### src/rtl/mem_access_ctrl_pkg.sv
// ============================================================================
//  Module   : mem_access_ctrl_pkg
//  Purpose  : Shared encodings for the MEM-stage data-bus access controller:
//             access-size codes, FSM state type, zero word and the alignment
//             rule used by both the controller and its lane formatter.
//  Ports    : none (package)
//  Revision : 1.0 - initial release
// ============================================================================
`default_nettype none

package mem_access_ctrl_pkg;

  // Access size encodings; 2'b11 is handled as a word everywhere.
  localparam logic [1:0]  c_size_byte = 2'b00;
  localparam logic [1:0]  c_size_half = 2'b01;
  localparam logic [1:0]  c_size_word = 2'b10;

  localparam logic [31:0] c_zero_word = 32'h0000_0000;

  typedef enum logic [1:0] {
    ST_IDLE  = 2'b00,
    ST_REQ   = 2'b01,
    ST_DONE  = 2'b10,
    ST_DRAIN = 2'b11
  } state_t;

  // Half accesses need an even address, word (and size 11) accesses need
  // a word-aligned address; bytes are always aligned.
  function automatic logic is_misaligned(input logic [1:0] size,
                                         input logic [1:0] addr_lo);
    logic bad;
    bad = 1'b0;
    if (size == c_size_half) begin
      bad = addr_lo[0];
    end else if (size != c_size_byte) begin
      bad = (addr_lo != 2'b00);
    end
    return bad;
  endfunction

endpackage

`default_nettype wire

### src/rtl/mem_lane_fmt.sv
// ============================================================================
//  Module   : mem_lane_fmt
//  Purpose  : Combinational big-endian lane formatter. Produces byte selects
//             and lane-replicated store data, and extracts/extends load data.
//  Ports    : i_addr_lo  - address bits [1:0]
//             i_size     - access size code
//             i_signed   - sign-extend load data when 1
//             i_wdata    - right-aligned store data
//             i_rdata    - raw bus read word
//             o_sel      - byte lanes, bit3 = byte 0
//             o_wdata    - replicated store data
//             o_rdata    - extracted and extended load data
//  Revision : 1.0 - initial release
// ============================================================================
`default_nettype none

module mem_lane_fmt
  import mem_access_ctrl_pkg::*;
(
  input  logic [1:0]  i_addr_lo,
  input  logic [1:0]  i_size,
  input  logic        i_signed,
  input  logic [31:0] i_wdata,
  input  logic [31:0] i_rdata,
  output logic [3:0]  o_sel,
  output logic [31:0] o_wdata,
  output logic [31:0] o_rdata
);

  logic [7:0]  w_byte;
  logic [15:0] w_half;

  always_comb begin
    w_byte  = 8'h00;
    w_half  = 16'h0000;
    o_sel   = 4'b0000;
    o_wdata = c_zero_word;
    o_rdata = c_zero_word;

    // Byte 0 lives in the most significant lane (big-endian bus).
    case (i_addr_lo)
      2'b00:   w_byte = i_rdata[31:24];
      2'b01:   w_byte = i_rdata[23:16];
      2'b10:   w_byte = i_rdata[15:8];
      default: w_byte = i_rdata[7:0];
    endcase
    w_half = i_addr_lo[1] ? i_rdata[15:0] : i_rdata[31:16];

    case (i_size)
      c_size_byte: begin
        o_sel   = 4'b1000 >> i_addr_lo;
        o_wdata = {4{i_wdata[7:0]}};
        o_rdata = {{24{i_signed & w_byte[7]}}, w_byte};
      end
      c_size_half: begin
        o_sel   = i_addr_lo[1] ? 4'b0011 : 4'b1100;
        o_wdata = {2{i_wdata[15:0]}};
        o_rdata = {{16{i_signed & w_half[15]}}, w_half};
      end
      default: begin
        o_sel   = 4'b1111;
        o_wdata = i_wdata;
        o_rdata = i_rdata;
      end
    endcase
  end

endmodule

`default_nettype wire

### src/rtl/mem_access_ctrl.sv
// ============================================================================
//  Module   : mem_access_ctrl
//  Purpose  : Sequences MEM-stage loads/stores onto a single-outstanding
//             req/ack data bus, stalls the pipeline until completion, flags
//             misaligned accesses and aborts transfers on bus timeout.
//  Ports    : clk, rst (async, active-low)
//             mem_*_i      - access request from the MEM stage
//             flush_i      - discard the current access
//             stallreq_o   - pipeline stall request
//             rdata_o / rdata_valid_o - formatted load data and its strobe
//             align_err_o / bus_err_o - exception pulses
//             bus_*        - data bus request/response
//  Revision : 1.0 - initial release
// ============================================================================
`default_nettype none

module mem_access_ctrl
  import mem_access_ctrl_pkg::*;
#(
  parameter int TIMEOUT = 16,
  parameter int CNT_W   = 8
) (
  input  logic        clk,
  input  logic        rst,
  input  logic        mem_req_i,
  input  logic        mem_we_i,
  input  logic [1:0]  mem_size_i,
  input  logic        mem_signed_i,
  input  logic [31:0] mem_addr_i,
  input  logic [31:0] mem_wdata_i,
  input  logic        flush_i,
  output logic        stallreq_o,
  output logic [31:0] rdata_o,
  output logic        rdata_valid_o,
  output logic        align_err_o,
  output logic        bus_err_o,
  output logic        bus_req_o,
  output logic        bus_we_o,
  output logic [31:0] bus_addr_o,
  output logic [3:0]  bus_sel_o,
  output logic [31:0] bus_wdata_o,
  input  logic [31:0] bus_rdata_i,
  input  logic        bus_ack_i
);

  state_t             r_state;
  state_t             w_next;
  logic [CNT_W-1:0]   r_cnt;
  logic [31:0]        r_addr;
  logic               r_we;
  logic [1:0]         r_size;
  logic               r_signed;
  logic [3:0]         r_sel;
  logic [31:0]        r_wdata;
  logic [31:0]        r_rdata;
  logic               r_load_ok;

  logic               w_idle;
  logic               w_in_req;
  logic               w_in_drain;
  logic               w_align_bad;
  logic               w_start;
  logic               w_tmo;
  logic [1:0]         w_fmt_addr;
  logic [1:0]         w_fmt_size;
  logic               w_fmt_signed;
  logic [3:0]         w_fmt_sel;
  logic [31:0]        w_fmt_wdata;
  logic [31:0]        w_fmt_rdata;

  assign w_idle      = (r_state == ST_IDLE);
  assign w_in_req    = (r_state == ST_REQ);
  assign w_in_drain  = (r_state == ST_DRAIN);
  assign w_align_bad = is_misaligned(mem_size_i, mem_addr_i[1:0]);

  // Request-driven outputs are qualified with rst so every output reads 0
  // while reset is held, even if the MEM stage is presenting a request.
  assign w_start = rst & w_idle & mem_req_i & ~flush_i & ~w_align_bad;

  // Counter holds (cycles spent in REQ/DRAIN - 1); >= also covers a DRAIN
  // entered on the very cycle the REQ limit was reached.
  assign w_tmo = (r_cnt >= CNT_W'(TIMEOUT - 1));

  // One formatter serves both directions: live inputs while launching an
  // access, latched attributes while the bus transfer is in flight.
  assign w_fmt_addr   = w_idle ? mem_addr_i[1:0] : r_addr[1:0];
  assign w_fmt_size   = w_idle ? mem_size_i      : r_size;
  assign w_fmt_signed = w_idle ? mem_signed_i    : r_signed;

  mem_lane_fmt u_fmt (
    .i_addr_lo (w_fmt_addr),
    .i_size    (w_fmt_size),
    .i_signed  (w_fmt_signed),
    .i_wdata   (mem_wdata_i),
    .i_rdata   (bus_rdata_i),
    .o_sel     (w_fmt_sel),
    .o_wdata   (w_fmt_wdata),
    .o_rdata   (w_fmt_rdata)
  );

  always_comb begin
    w_next = r_state;
    case (r_state)
      ST_IDLE: begin
        if (w_start) w_next = ST_REQ;
      end
      ST_REQ: begin
        // A flush coinciding with ack consumes the ack and skips DONE.
        if (bus_ack_i)    w_next = flush_i ? ST_IDLE : ST_DONE;
        else if (flush_i) w_next = ST_DRAIN;
        else if (w_tmo)   w_next = ST_DONE;
      end
      ST_DONE: begin
        w_next = ST_IDLE;
      end
      ST_DRAIN: begin
        if (bus_ack_i || w_tmo) w_next = ST_IDLE;
      end
      default: begin
        w_next = ST_IDLE;
      end
    endcase
  end

  assign align_err_o   = rst & w_idle & mem_req_i & ~flush_i & w_align_bad;
  assign stallreq_o    = w_start | w_in_req | w_in_drain;
  assign bus_req_o     = w_in_req | w_in_drain;
  assign bus_err_o     = w_in_req & ~bus_ack_i & ~flush_i & w_tmo;
  assign rdata_valid_o = (r_state == ST_DONE) & r_load_ok;
  assign rdata_o       = r_rdata;

  assign bus_we_o    = bus_req_o & r_we;
  assign bus_addr_o  = bus_req_o ? {r_addr[31:2], 2'b00} : c_zero_word;
  assign bus_sel_o   = bus_req_o ? r_sel : 4'b0000;
  assign bus_wdata_o = bus_req_o ? r_wdata : c_zero_word;

  always_ff @(posedge clk or negedge rst) begin
    if (!rst) begin
      r_state   <= ST_IDLE;
      r_cnt     <= '0;
      r_addr    <= c_zero_word;
      r_we      <= 1'b0;
      r_size    <= c_size_byte;
      r_signed  <= 1'b0;
      r_sel     <= 4'b0000;
      r_wdata   <= c_zero_word;
      r_rdata   <= c_zero_word;
      r_load_ok <= 1'b0;
    end else begin
      r_state <= w_next;

      if (w_in_req || w_in_drain) r_cnt <= r_cnt + CNT_W'(1);
      else                        r_cnt <= '0;

      if (w_start) begin
        r_addr    <= mem_addr_i;
        r_we      <= mem_we_i;
        r_size    <= mem_size_i;
        r_signed  <= mem_signed_i;
        r_sel     <= w_fmt_sel;
        r_wdata   <= w_fmt_wdata;
        r_load_ok <= 1'b0;
      end

      if (w_in_req) begin
        if (bus_ack_i) begin
          if (!flush_i) begin
            r_rdata   <= w_fmt_rdata;
            r_load_ok <= ~r_we;
          end
        end else if (!flush_i && w_tmo) begin
          r_rdata   <= c_zero_word;
          r_load_ok <= 1'b0;
        end
      end
    end
  end

endmodule

`default_nettype wire
### config.mk
export PLATFORM = sky130hd
export DESIGN_NAME = mem_access_ctrl
export DESIGN_NICKNAME = d
export VERILOG_FILES = /design/src/rtl/mem_access_ctrl_pkg.sv /design/src/rtl/mem_lane_fmt.sv /design/src/rtl/mem_access_ctrl.sv
export SDC_FILE = /design/constraint.sdc
export NUM_CORES = 1
export LEC_CHECK = 0
export BUFFER_PORTS_ARGS = -buffer_cell sky130_fd_sc_hd__clkbuf_2
export CELL_PAD_IN_SITES_DETAIL_PLACEMENT = 1
export CELL_PAD_IN_SITES_GLOBAL_PLACEMENT = 2
export CORE_MARGIN = 2
export CORE_UTILIZATION = 31
export DETAILED_ROUTE_END_ITERATION = 6
export PLACE_DENSITY_LB_ADDON = 0.1
export REMOVE_ABC_BUFFERS = 1
export SETUP_SLACK_MARGIN = 0.02
export SLEW_MARGIN = 30
export SYNTH_ARGS = -nofsm -noshare
export SYNTH_HDL_FRONTEND = slang
export SYNTH_HIERARCHICAL = 1
export SYNTH_SLANG_ARGS = --single-unit
### constraint.sdc
create_clock -name clk -period 2.95 [get_ports clk]
set_input_delay 0.7375 -clock clk [delete_from_list [all_inputs] [get_ports clk]]
set_output_delay 0.7375 -clock clk [all_outputs]
set_load 0.05 [all_outputs]
==> results.cfg, run 1 <==
[cells_and_area]
num-fill-cells = 2205
n_antenna_cell = 0
most_common_cell_after_layout_fill_and_taps_aside = clkbuf_2
mostFrequentLayoutCells = 206 x clkbuf_2, 114 x dfrtp_1, 86 x mux2_2
areaGrowthSynthToFinish_pct = 30.4
post-route-util_pct = 41.1
layout_cell_share_with_drive_strength_beyond_1_pct = 51.2
nets = 835

[critical_path]
cp_max_fo = 72
timing_startpoint_of_the_critical_path = r_state[0]
cp.arrival_ps = 1920
worst_ep_required_time_ps = 2210
worstPathCellList = buf_6 > inv_1 > buf_4 > and3_1 > clkbuf_2
reg2reg_from = r_state[1]
critPathBufInv = 4
setup.worst_path.start_class = flip-flop
critical_path.max_stage_delay_ps = 390
cp_slowest_cell = dfrtp_2
crit_path_end_kind = primary output
timing.critical_path.max_delay_family = buffers and inverters
path_class = reg2out

[sta]
hold_violations = 0
final_min_period_over_clock_period_pct = 89.9
grt_setup_unrepaired = false
final.hold.worst_slack_ps = 495
final_max_slew_viol_count = 0
slew-limit-headroom_pct = 44.2
setup_violations = 0
achievable-frequency_mhz = 377
tightest_slew_ps = 837
skew_ps = 10.2
min_period_ps = 2650

[cts]
postCtsHoldBufs = 0
worstSkewPairLatency_ps = 410
clkSlewWorstSetupHoldPaths_ps = 60
numClockSinks = 115
cts_tree = built
ctsLongestPathBuffers = 2
clk_root_buffer_cell = clkbuf_16
numCtsBuffers = 17
post_cts.repair.setup_buffers = 0
htreeDepth = 4

[power]
power_density_mw_per_mm2 = 801
p_sw_share_pct = 36.5
switchingPower_w = 0.00233
power_frac_comb_pct = 32.1
share_seq_of_total_power_pct = 35.6
total_leakage_power_nw = 3.91
power.internal_w = 0.00406
power.share.clock_pct = 32.3
max-vdd-ir-drop_mv = 0.387
fin_total_pwr_w = 0.00639

[route]
postRouteWirelength_um = 18500
routedWlPerCell_um = 18.3
initialDrtViolationCount = 284
drt-pass1-iter-count = 4
ant_nets = 0
drc_errors = 0
viasPerCell = 4.87
vias = 4903

[synthesis]
edff_count_synth = 0
seq_area_frac_synth_pct = 47.1
synth_area_leader_cell = dfrtp_1
netlist_area_mm2 = 0.00612
postSynthAreaPerCell_um2 = 11.4
ys_async_sr_fraction_pct = 100
synth.distinct_cells = 50
syn-instance-count = 537
yosysWarnings = 6
synth_top_flop_cell = dfrtp_1
synth_top_cell_area_share_pct = 47.1
synth.top_cells.by_area = dfrtp_1 47%, mux2_2 16%, and2_1 7.0%
synth-seq-cells = 115

[floorplanning]
die_outline_area_mm2 = 0.0209
die_height_um = 144
start_util_pct = 31.5
io-pin-count = 211
num_rows = 51
die_w_um = 144
core_mm2 = 0.0194

[global_route]
wire_length_of_the_first_global_routing_pass_um = 28600
grt_pass1_vias = 5251
groute.usage.overall_pct = 17.9
grt_antenna_before_repair = 0
overflow = 0
maximum_number_of_pins_on_one_net_before_global_route_repair = 75

[placed_design]
half_perimeter_wire_length_after_detailed_placement_um = 12900
numPortBuffers = 208
gp_congestion = 0.772

[run_status]
outcome = finished, final reports clean

[worst_hold_path]
timing.hold.worst.class = in2async

[run]
cap_viol_max_count = 0
==> per-stage QoR <==
step / setup TNS (ps) / area [um^2] / cells / setup slack, ps
global placement: 0 / 7380 / 975 / 467
CTS: 0 / 7970 / 1007 / 44.7
detailed placement: 0 / 7380 / 975 / 377
floorplan: -138430 / 5840 / 486 / -2600
global route: 0 / 7970 / 1007 / 129
finish: 0 / 7970 / 1007 / 297
==> power groups by stage <==
| stage | Clock, W | Combinational (W) | Sequential [W] |
|---|---|---|---|
| after floorplan | 0 | 0.000973 | 0.00278 |
| after global placement | 0 | 0.00204 | 0.00228 |
| after detailed placement | 0 | 0.00207 | 0.00230 |
| after CTS | 0.00214 | 0.00208 | 0.00227 |
| after global routing | 0.00221 | 0.00219 | 0.00234 |
| final | 0.00206 | 0.00205 | 0.00227 |
==> worst paths after layout <==
kind / end / slack (ps) / cells after the start
setup / recovery: rdata_valid_o / 300 / 5
hold / removal: r_addr[3] / 500 / 2
setup reg to reg: rdata_o[14] / 440 / 7
hold reg to reg: rdata_o[23] / 500 / 1
max in group asynchronous: r_state[0] / 1800 / 2
min in group clk: rdata_o[23] / 500 / 1
==> area by class of cell <==
class	instances	area (um^2)	share of cell area [%]
Clock buffer	19	443	5.55
Sequential cell	115	2880	36.1
Timing Repair Buffer	224	1210	15.1
Clock inverter	13	151	1.90
Inverter	6	22.5	0.282
Tap cell	265	332	4.16
Multi-Input combinational cell	365	2940	36.9
==> sequential cells by signal, summed over array words and instances, names as in the netlist <==
register / cells
r_signed: 1
r_size: 2
r_sel: 4
r_we: 1
r_wdata: 32
r_cnt: 8
r_addr: 32
r_state: 2
r_load_ok: 1
rdata_o: 32
==> cells in the mapped netlist (2+ instances only) <==
cell / instances
inv_1: 2
mux2i_1: 18
a22o_1: 4
or3_1: 3
nand2_1: 23
xnor2_1: 2
nor2_1: 24
o22a_1: 8
nor2b_1: 3
a22o_2: 28
inv_2: 4
nand3_1: 3
buf_6: 3
buf_2: 17
o221ai_1: 8
buf_4: 11
a22oi_1: 8
o21ai_0: 15
a2bb2oi_1: 7
mux2_2: 86
o22ai_1: 16
mux2_1: 8
a21oi_1: 4
clkbuf_1: 21
and2_1: 68
dfrtp_1: 115
nand2b_1: 2
and3_1: 4
==> repair_timing <==
item / CTS / global route
resized for setup: 0 / 1
setup endpoints to repair: 0 / 1
hold endpoints to repair: 0 / 0
==> kinds of logic after synthesis <==
logic type	Yosys count	share of synthesized area, %
flops	115	47.1
other cells	1	0.0613
mux	112	20.3
simple gates	138	12.4
fa+ha+maj	1	0.205
buf+inv	58	4.95
compound gates	109	14.6
xor+xnor	3	0.430
==> metal layers <==
metal,wire length (um),vias up,GRT usage [%],part of all wire [%]
met1,7930,2457,21.9,43
li1,-,2318,-,-
met5,0,-,0,0
met3,1010,18,4.90,5.5
met2,9270,110,30.9,50
met4,257,0,5.42,1.4
(Power assumes the default switching activity.)
==> inputs of run 2 (changes only) <==
Settings changed: CTS_CLUSTER_SIZE set to 20, RECOVER_POWER set to 100, SKIP_CTS_REPAIR_TIMING set to 1.
==> run 2 against run 1 <==
Compared with the run above:
- the run now ends with capacitance limit, slew limit left
- setup slack got worse by 23 ps
- via count hardly changed
- largest power group unchanged
- fmax shrank 0.86%
- highest routed layer unchanged
- sequential power about the same
- clock skew about the same
- worst hold slack better by 0.92 ps
- non-clock buffer count stayed put
- global-route usage is the same
==> results.cfg, run 2 (same netlist as run 1, synthesis figures left out) <==
[run_status]
outcome = finished, violations left
violations = capacitance limit, slew limit

[critical_path]
cp.arrival_ps = 1940
critical_path.reg2reg.endpoint = r_wdata[12]
setup.worst_path.start_class = flip-flop
cp_max_fo = 72
reg2reg_from = r_state[1]
worst_ep_required_time_ps = 2210
worst-r2r-cell-count = 7
crit_path_end_kind = primary output
r2r_setup_slack_ps = 290
path_class = reg2out

[cts]
clk_root_buffer_cell = clkbuf_16
ctsLongestPathBuffers = 2
numClockSinks = 115
htreeDepth = 4
clkSlewWorstSetupHoldPaths_ps = 50
worstSkewPairLatency_ps = 410
cts_tree = built
numCtsBuffers = 17

[sta]
layout_setup_ws_ps = 274
skew_ps = 10.2
setup_violations = 0
final.hold.worst_slack_ps = 496
min_period_ps = 2680
final_min_period_over_clock_period_pct = 90.7
slew-limit-headroom_pct = -9.25
hold_violations = 0
tightest_slew_ps = 1640
final_max_slew_viol_count = 63
grt_setup_unrepaired = false
achievable-frequency_mhz = 374

[worst_hold_path]
timing.hold.worst.class = reg2reg
hold_end = rdata_o[23]
min_delay_path_depth = 1
hp-start = rdata_o[23]

[route]
ant_nets = 0
vias = 4899
drc_errors = 0
viasPerCell = 4.86
initialDrtViolationCount = 241
drt-pass1-iter-count = 4
postRouteWirelength_um = 18600
routedWlPerCell_um = 18.4

[floorplanning]
die_w_um = 144
num_rows = 51
core_mm2 = 0.0194
start_util_pct = 31.5
die_height_um = 144
io-pin-count = 211
die_outline_area_mm2 = 0.0209

[cells_and_area]
mostFrequentLayoutCells = 114 x dfrtp_1, 109 x clkbuf_2, 104 x clkbuf_1
layout_cell_share_with_drive_strength_beyond_1_pct = 36.8
nets = 835
areaGrowthSynthToFinish_pct = 27.4
most_common_cell_after_layout_fill_and_taps_aside = dfrtp_1
finish.cell_count_without_fillers = 1007
n_antenna_cell = 0

[global_route]
groute.usage.overall_pct = 17.9
grt_antenna_before_repair = 0
maximum_number_of_pins_on_one_net_before_global_route_repair = 75
grt_pass1_vias = 5251
wire_length_of_the_first_global_routing_pass_um = 28600
overflow = 0

[power]
power_density_mw_per_mm2 = 811
total_leakage_power_nw = 3.55
max-vdd-ir-drop_mv = 0.392
fin_total_pwr_w = 0.00632

[placed_design]
numPortBuffers = 208
gp_congestion = 0.772
numPlacedInstances = 975
half_perimeter_wire_length_after_detailed_placement_um = 12900
dpl_worst_slack_ps = 377

[run]
cap_viol_max_count = 1
## run 2: layout make-up
| cell class | count | area, um^2 |
|---|---|---|
| Clock buffer | 19 | 443 |
| Clock inverter | 13 | 151 |
| Fill cell | 2247 | 11600 |
| Inverter | 6 | 22.5 |
| Multi-Input combinational cell | 365 | 2940 |
| Sequential cell | 115 | 2880 |
| Tap cell | 265 | 332 |
| Timing Repair Buffer | 224 | 1030 |
## run 2: worst max-delay path by stage
stage | from | end | cells after the start
3_3_place_gp | mem_size_i[1] | rdata_o[14] | 7
5_1_grt | r_state[1] | r_wdata[13] | 7
6_report | r_state[0] | bus_we_o | 4
2_1_floorplan | r_state[0] | stallreq_o | 3
4_1_cts | r_state[0] | rdata_valid_o | 5
3_5_place_dp | mem_size_i[1] | rdata_o[14] | 7
## run 2: per-stage QoR
stage                     cell area, um^2  util [%]  setup TNS (ps)
after global routing                 7790      40.2               0
after detailed placement             7380      38.0               0
final                                7790      40.2               0
after floorplan                      5840         -         -138430
after global placement               7380      38.0               0
after CTS                            7970      41.1               0
## run 2: layer usage
| metal | vias to the layer above | wire, um | track usage [%] | share of wire, % |
|---|---|---|---|---|
| met4 | 0 | 240 | 5.42 | 1.3 |
| li1 | 2319 | - | - | - |
| met2 | 111 | 9390 | 30.9 | 51 |
| met3 | 17 | 998 | 4.90 | 5.4 |
| met1 | 2452 | 7930 | 21.9 | 43 |
| met5 | - | 0 | 0 | 0 |
## run 2: power by group
| part | leakage [nW] | total, W | switching [W] | internal [W] |
|---|---|---|---|---|
| combinational | 1.84 | 0.00198 | 0.00131 | 0.000675 |
| clock | 0.277 | 0.00206 | 0.000788 | 0.00128 |
| sequential | 1.43 | 0.00227 | 0.000230 | 0.00204 |
| total | 3.55 | 0.00632 | 0.00233 | 0.00399 |
## run 2: worst max-delay path: stages (launching register included)
cell and delay, ps:
dfrtp_2 390, buf_6 380, inv_1 130, nor2_1 120, clkbuf_1 490
